### config.mk
export PLATFORM = sky130hd
export DESIGN_NAME = exmu_sequencer
export DESIGN_NICKNAME = d
export VERILOG_FILES = /design/src/rtl/exmu_sequencer.sv
export SDC_FILE = /design/constraint.sdc
export NUM_CORES = 1
export LEC_CHECK = 0
export CORE_UTILIZATION = 52
export DETAILED_ROUTE_END_ITERATION = 10
export PLACE_DENSITY = 0.84
export SLEW_MARGIN = 10
export SYNTH_ARGS = -nofsm -noshare
export SYNTH_HDL_FRONTEND = slang
export SYNTH_SLANG_ARGS = --single-unit
### constraint.sdc
create_clock -name i_SYSTEM_clk -period 2.19 [get_ports i_SYSTEM_clk]
set_input_delay 0.657 -clock i_SYSTEM_clk [delete_from_list [all_inputs] [get_ports i_SYSTEM_clk]]
set_output_delay 0.657 -clock i_SYSTEM_clk [all_outputs]
set_load 0.1 [all_outputs]
### src/rtl/exmu_sequencer.sv
// exmu_sequencer: control sequencer for the Extension Memory Unit (ExMU).
// Takes extension read/write/flush requests, checks the ExMU hit flags,
// drives the cache and point strobes, and runs the line fill and write-back
// handshakes with the memory interface. This is a Moore FSM: every output is
// decoded from registered state only.
// Optional feature: define EXMU_SEQ_PERF_EN to add saturating hit/miss
// counters (o_perfHits / o_perfMisses).
module exmu_sequencer #(
  parameter int unsigned TIMEOUT = 1023
) (
  input  logic        i_SYSTEM_clk,
  input  logic        i_SYSTEM_rst,
  input  logic        i_EXT_readReq,
  input  logic        i_EXT_writeReq,
  input  logic        i_EXT_flushReq,
  output logic        o_EXT_readAck,
  output logic        o_EXT_writeAck,
  output logic        o_EXT_flushAck,
  input  logic        i_ExMU_readInCache,
  input  logic        i_ExMU_writeInCache,
  output logic        o_CU_ExMU_readCache,
  output logic        o_CU_ExMU_writeCache,
  output logic        o_CU_ExMU_readPoint,
  output logic        o_CU_ExMU_writePoint,
  output logic        o_CU_ExMU_writeMem,
  output logic        o_CU_ExMU_readWriteID,
  output logic        o_MEM_readReq,
  input  logic        i_MEM_readValid,
  output logic        o_MEM_writeReq,
  input  logic        i_MEM_writeDone,
  output logic        o_busy,
  output logic        o_error,
`ifdef EXMU_SEQ_PERF_EN
  output logic [31:0] o_perfHits,
  output logic [31:0] o_perfMisses,
`endif
  output logic [3:0]  o_state
);

  typedef enum logic [3:0] {
    IDLE   = 4'd0,
    SET_ID = 4'd1,
    MEM_RD = 4'd2,
    FILL_R = 4'd3,
    FILL_W = 4'd4,
    RD_PT  = 4'd5,
    RD_ACK = 4'd6,
    WR_PT  = 4'd7,
    WR_ACK = 4'd8,
    WB_LD  = 4'd9,
    MEM_WR = 4'd10,
    FL_ACK = 4'd11
  } state_t;

  // Pending operation, remembered so shared states (SET_ID, MEM_RD, MEM_WR)
  // know where to go next and which ack to give on a timeout.
  typedef enum logic [1:0] {
    OP_RD = 2'd0,
    OP_WR = 2'd1,
    OP_FL = 2'd2
  } op_t;

  state_t      state, next_state;
  op_t         op, next_op;
  logic        dirty;
  logic        clr_dirty;
  logic        set_error;
  logic        take_hit;
  logic        take_miss;
  logic [15:0] tmo_count;
  logic        timed_out;
  logic        in_mem_state;

  assign in_mem_state = (state == MEM_RD) || (state == MEM_WR);
  assign timed_out    = (tmo_count == 16'(TIMEOUT - 1));
  assign o_state      = state;

  // Next-state logic: request arbitration in IDLE, handshake exits and timeouts.
  always_comb begin
    next_state = state;
    next_op    = op;
    clr_dirty  = 1'b0;
    set_error  = 1'b0;
    take_hit   = 1'b0;
    take_miss  = 1'b0;
    case (state)
      IDLE: begin
        if (i_EXT_flushReq) begin
          next_op    = OP_FL;
          next_state = dirty ? WB_LD : FL_ACK;
        end else if (i_EXT_writeReq) begin
          next_op = OP_WR;
          if (i_ExMU_writeInCache) begin
            take_hit   = 1'b1;
            next_state = WR_PT;
          end else begin
            take_miss  = 1'b1;
            next_state = dirty ? WB_LD : SET_ID;
          end
        end else if (i_EXT_readReq) begin
          next_op = OP_RD;
          if (i_ExMU_readInCache) begin
            take_hit   = 1'b1;
            next_state = RD_PT;
          end else begin
            take_miss  = 1'b1;
            next_state = SET_ID;
          end
        end
      end
      SET_ID: next_state = MEM_RD;
      MEM_RD: begin
        if (i_MEM_readValid) begin
          next_state = (op == OP_WR) ? FILL_W : FILL_R;
        end else if (timed_out) begin
          set_error  = 1'b1;
          next_state = (op == OP_WR) ? WR_ACK : RD_ACK;
        end
      end
      FILL_R: next_state = RD_PT;
      FILL_W: next_state = WR_PT;
      RD_PT:  next_state = RD_ACK;
      WR_PT:  next_state = WR_ACK;
      WB_LD:  next_state = MEM_WR;
      MEM_WR: begin
        if (i_MEM_writeDone) begin
          clr_dirty  = 1'b1;
          next_state = (op == OP_FL) ? FL_ACK : SET_ID;
        end else if (timed_out) begin
          set_error  = 1'b1;
          next_state = (op == OP_FL) ? FL_ACK : WR_ACK;
        end
      end
      RD_ACK, WR_ACK, FL_ACK: next_state = IDLE;
      default: next_state = IDLE;
    endcase
  end

  // State, pending op, dirty flag, sticky error and handshake timeout counter.
  always_ff @(posedge i_SYSTEM_clk or negedge i_SYSTEM_rst) begin
    if (!i_SYSTEM_rst) begin
      state     <= IDLE;
      op        <= OP_RD;
      dirty     <= 1'b0;
      o_error   <= 1'b0;
      tmo_count <= 16'd0;
    end else begin
      state <= next_state;
      op    <= next_op;
      if (clr_dirty) begin
        dirty <= 1'b0;
      end else if (state == WR_PT) begin
        dirty <= 1'b1;
      end
      if (set_error) begin
        o_error <= 1'b1;
      end
      if (in_mem_state && (next_state == state)) begin
        tmo_count <= tmo_count + 16'd1;
      end else begin
        tmo_count <= 16'd0;
      end
    end
  end

  // Output decode from the registered state (and registered pending op).
  always_comb begin
    o_EXT_readAck         = 1'b0;
    o_EXT_writeAck        = 1'b0;
    o_EXT_flushAck        = 1'b0;
    o_CU_ExMU_readCache   = 1'b0;
    o_CU_ExMU_writeCache  = 1'b0;
    o_CU_ExMU_readPoint   = 1'b0;
    o_CU_ExMU_writePoint  = 1'b0;
    o_CU_ExMU_writeMem    = 1'b0;
    o_CU_ExMU_readWriteID = 1'b0;
    o_MEM_readReq         = 1'b0;
    o_MEM_writeReq        = 1'b0;
    o_busy                = (state != IDLE);
    case (state)
      SET_ID: o_CU_ExMU_readWriteID = (op == OP_WR);
      MEM_RD: begin
        o_MEM_readReq         = 1'b1;
        o_CU_ExMU_readWriteID = (op == OP_WR);
      end
      FILL_R: o_CU_ExMU_readCache = 1'b1;
      FILL_W: begin
        o_CU_ExMU_writeCache  = 1'b1;
        o_CU_ExMU_readWriteID = (op == OP_WR);
      end
      RD_PT:  o_CU_ExMU_readPoint  = 1'b1;
      RD_ACK: o_EXT_readAck        = 1'b1;
      WR_PT:  o_CU_ExMU_writePoint = 1'b1;
      WR_ACK: o_EXT_writeAck       = 1'b1;
      WB_LD:  o_CU_ExMU_writeMem   = 1'b1;
      MEM_WR: o_MEM_writeReq       = 1'b1;
      FL_ACK: o_EXT_flushAck       = 1'b1;
      default: ;
    endcase
  end

`ifdef EXMU_SEQ_PERF_EN
  // Saturating counters of read/write hit and miss decisions taken in IDLE.
  always_ff @(posedge i_SYSTEM_clk or negedge i_SYSTEM_rst) begin
    if (!i_SYSTEM_rst) begin
      o_perfHits   <= 32'd0;
      o_perfMisses <= 32'd0;
    end else begin
      if (take_hit && (o_perfHits != 32'hFFFF_FFFF)) begin
        o_perfHits <= o_perfHits + 32'd1;
      end
      if (take_miss && (o_perfMisses != 32'hFFFF_FFFF)) begin
        o_perfMisses <= o_perfMisses + 32'd1;
      end
    end
  end
`endif

endmodule
* Word-level counts from Yosys, hierarchy flattened
Index checks and enable logic that the tools add are counted.
** Word-level totals
- Bits in registers :: 24
- Bits of input ports :: 9
- Output and inout bits :: 17
** Cells by class
- Multiplexer cells :: 39
- Equality and inequality tests :: 15
- Add/subtract/negate cells :: 1
- Reductions and logical operators :: 8
** Operators by type and width (count)
- $mux W4 :: 11
- $pmux W4 S9 :: 1
- $mux W1 :: 18
- $add A16 B1 Y16 const B :: 1
- $eq A16 B10 Y1 const B :: 1
- $eq A4 B3 Y1 const B :: 4
- $eq A4 B4 Y1 const B :: 4
- $mux W16 :: 1
- $mux W2 :: 5
- $eq A4 B2 Y1 const B :: 2
- $mux W3 :: 2
- $eq A4 B1 Y1 const B :: 1
- $eq A4 B4 Y1 :: 1
- $logic_not A4 Y1 :: 1
- $reduce_bool A4 Y1 :: 1
- $reduce_bool A3 Y1 :: 1
- $reduce_or A3 Y1 :: 1
- $eq A2 B1 Y1 const B :: 1
- $eq A2 B2 Y1 const B :: 1
- $pmux W1 S2 :: 1
- $reduce_and A2 Y1 :: 1
- $reduce_bool A2 Y1 :: 1
- $logic_and A1 B1 Y1 :: 1
- $logic_or A1 B1 Y1 :: 1

* Logic depth before layout (Yosys ltp)
- Depth in word-level cells :: 8
- Mapped depth :: 8
- Depth with buffers taken out :: 6

* Worst setup path before layout
No wires, ideal clock.
- Path type :: reg-to-output
- Start point :: register state[0] (netlist: o_state[0])
- End point :: output o_CU_ExMU_readWriteID
- Arrival :: 3.766 ns
- Path buffers :: 1
- Stages on the path, launching flop included :: 5
- Path slack :: -2.233 ns
- Required time :: 1.533 ns
- Cells stage by stage :: dfrtp_1 > clkbuf_1 > xnor2_1 > o22ai_1 > nor3b_1
** On the way
- Cells in the longest elaborated chain, start to end :: 3
** RTL lines
- start, declared :: RTL line 63 : state_t state, next_state;
- start signal, assigned :: RTL line 148 : state <= next_state;
- $eq A4 B2 Y1 (tied with other cells) :: RTL line 180 : case (state)
- $reduce_or A3 Y1 (no line) *
- $mux W1 *
- end, declared :: RTL line 26 : output logic o_CU_ExMU_readWriteID,
Mark *: on every way between the ends. The rest lies on a longest branch, timed or not.

* Worst setup path after layout
Ends and elaborated chain as after synthesis.

==> out/results.ini <==
[worst_setup_path]
worst-setup-path-type = reg -> out
worstPathRequired_ns = 1.53
critPathTopFamily = flip-flops
cp_max_fo = 7
startpoint_type = flip-flop
crit_path_end_kind = output pin
path_cells = buf_12, nand2b_4, o22ai_2, nor3b_4, buf_12
crit_slowest_cell = dfrtp_4
critPathMaxStageDelay_ns = 0.52
critPathMostFrequentCell = buf_12
crit_arrival_ns = 1.68
crit_buf_inv = 2

[power_and_ir_drop]
p_comb_share_pct = 75.5
p_leak_uw = 0.000933
power_uw = 3360
p_seq_share_pct = 18.6
power_frac_clock_pct = 5.9
powerDensity_nw_per_um2 = 1430
p_int_uw = 1620
switching_share_pct = 51.8
ir_worst_vdd_mv = 1.83
p_sw_uw = 1740

[global_route]
grt_usage_pct = 32.8
grt_pass1_vias = 1468
grt_max_degree = 25
grt-ovfl-total = 0
grt_pass1_wl_mm = 6.72
antenna_found_initial = 0

[routing]
avgViaCountPerCell = 6.39
drcViolationCount = 0
wl_mm = 5.51
drtIter0Drc = 107
drtPass1Iterations = 4
avgRoutedWirePerCell_um = 21.9
via_count = 1611
ant_nets = 0

[clocking]
clkTransAtPathRegs_ns = 0.12
cts_tree = built
htreeDepth = 1
cts_num_sinks = 24
clk_latency_ns = 0.32
root_buffer = clkbuf_4
cts_max_path_buffers = 2
numCtsBuffers = 3

[placement]
dp_hpwl_mm = 2.88
place.gp.congestion = 0.856
portBuffers = 25
dpl_cell_area_um2 = 2110

[sta]
rsz0062_at_grt = true
finalCritPeriodShare_pct = 107
final_max_slew_viol_count = 0
finalHoldViolations = 0
layout_min_cycle_time_ns = 2.34
max_freq_mhz = 427
fin_ws_ns = -0.149
worstMarginPinSlew_ns = 0.516
slew_headroom_pct = 64.7
setup_viol = 9
finClkSkew_ns = 0.00302

[synthesis]
synth_area_um2 = 1460
synth_nets = 178
yosys_warnings = 0
synthTopCellsByArea = dfrtp_1, xnor2_1, nor2_1
synth_seq_cells = 24
yosysTopAreaCell = dfrtp_1
syn_avg_cell_area_um2 = 8.77
ys_seq_area_share_pct = 41.0
synth_top_area_share_pct = 41.0
yosysUniqueCellTypes = 40
synthFlopType = dfrtp_1
async_reset_ff_share_pct = 100
syn_inst = 167
synth-edff-count = 0

[die]
die_w_um = 55.1
ios = 26
core_um2 = 2570
rows = 18
initial_utilization_pct = 57.0
fp.dieH_um = 55.1
die_area_um2 = 3030

[layout]
nets = 234
fin_area_um2 = 2350
area_delta_synth_final_pct = 60.4
diodes = 0
drive_gt1_share_pct = 36.5

[outcome]
outcome = complete, but fails checks
violations = setup timing

[job]
max_cap_viol_count = 0

[hold_path]
hold_class = reg -> reg

path summary, 6_finish.rpt:
path | from | endpoint | slack, ns | cells past startpoint
min | o_error | o_error | 0.51 | 1
max reg2reg | o_state[0] | tmo_count[12] | 0.12 | 8
max in group asynchronous | i_SYSTEM_rst | o_state[0] | 1.26 | 2
min in group asynchronous | i_SYSTEM_rst | op[1] | 0.68 | 2
max | o_state[0] | o_CU_ExMU_readWriteID | -0.15 | 5
min reg2reg | o_error | o_error | 0.51 | 1
flip-flops by register name, summed over array words and instances, names as in the netlist:
name       cells
o_error        1
dirty          1
tmo_count     16
o_state        4
op             2
layer usage:
| layer | vias to the layer above | share of wire, % | track usage (%) |
|---|---|---|---|
| met4 | 0 | 7.5 | 22.1 |
| li1 | 693 | - | - |
| met2 | 129 | 51 | 57.4 |
| met1 | 745 | 33 | 36.7 |
| met3 | 44 | 8.6 | 4.64 |
| met5 | - | 0 | 0 |
worst reg2reg max path, delay by kind of cell, from the launching register on:
family	cells	cell delay, ns
compound gates	1	0.44
buf+inv	4	0.68
flops	1	0.52
simple gates	3	0.37
cell usage after synthesis (2+ instances only):
cell       number
a2111oi_0       2
a31oi_1         2
nand3_1         6
nor3_1          9
and2_1          2
nand2_1        10
nand3b_1        2
inv_1           9
dfrtp_1        24
nand2b_1        8
xnor2_1        14
nor2_1         31
ha_1            2
clkbuf_1        3
o21ai_0         5
a21oi_1         7
xor2_1          2
nor4_1          5
nand4_1         3
power groups by stage:
| stage | Sequential, µW | Combinational (µW) | Clock (µW) |
|---|---|---|---|
| 3_3_place_gp | 595 | 2020 | 0 |
| 2_1_floorplan | 870 | 1200 | 0 |
| 4_1_cts | 608 | 2270 | 197 |
| 5_1_grt | 630 | 2650 | 215 |
| 6_report | 626 | 2540 | 197 |
| 3_5_place_dp | 605 | 2060 | 0 |
cell type report:
class	count	area, µm²
clock buffers	4	26.3
fillers	98	219
inverters	9	37.5
multi-input cells	128	917
flip-flops and latches	24	616
well taps	30	37.5
repair buffers	57	714
per-stage QoR:
| stage | setup WS [ns] | setup TNS [ns] | std cells | util [%] | hold WS, ns |
|---|---|---|---|---|---|
| 5_1_grt | -0.207 | -1.41 | 252 | 91.5 | 0.551 |
| 2_1_floorplan | -0.388 | -1.85 | 167 | - | 0.361 |
| 3_3_place_gp | -0.000224 | -0.000224 | 231 | 82.0 | 0.467 |
| 6_report | -0.149 | -0.622 | 252 | 91.5 | 0.514 |
| 3_5_place_dp | -0.0786 | -0.861 | 231 | 82.0 | 0.465 |
| 4_1_cts | -0.146 | -0.806 | 247 | 88.5 | 0.492 |
layout by cell type, fill, tap and decap left out, types with 7 or more instances in the layout:
cell type        count
a21oi_1              7
buf_12              19
buf_4               26
clkdlybuf4s50_1      8
dfrtp_1             20
inv_1                7
nand2_1              9
nor2_1              25
xnor2_1             14
cell families (layout without fill, tap and decap cells):
| kind of cell | count (synthesis) | count (layout) | synth area share (%) |
|---|---|---|---|
| DFF | 24 | 24 | 41.0 |
| and+or+nand+nor | 84 | 84 | 30.4 |
| buffers and inverters | 15 | 70 | 5.56 |
| adders and majority gates | 2 | 2 | 1.71 |
| xor gates and xnor gates | 16 | 16 | 9.57 |
| AOI/OAI and AO/OA | 26 | 26 | 11.7 |
repair_timing:
item                                    4_1_cts  5_1_grt
buffers inserted                             12        4
gates resized for setup                      12        6
hold buffers                                  0        0
gates cloned                                  0        1
pin swaps                                     4        3
endpoints found under the setup margin       12       13
No activity file was read; power rests on OpenSTA's default activity.
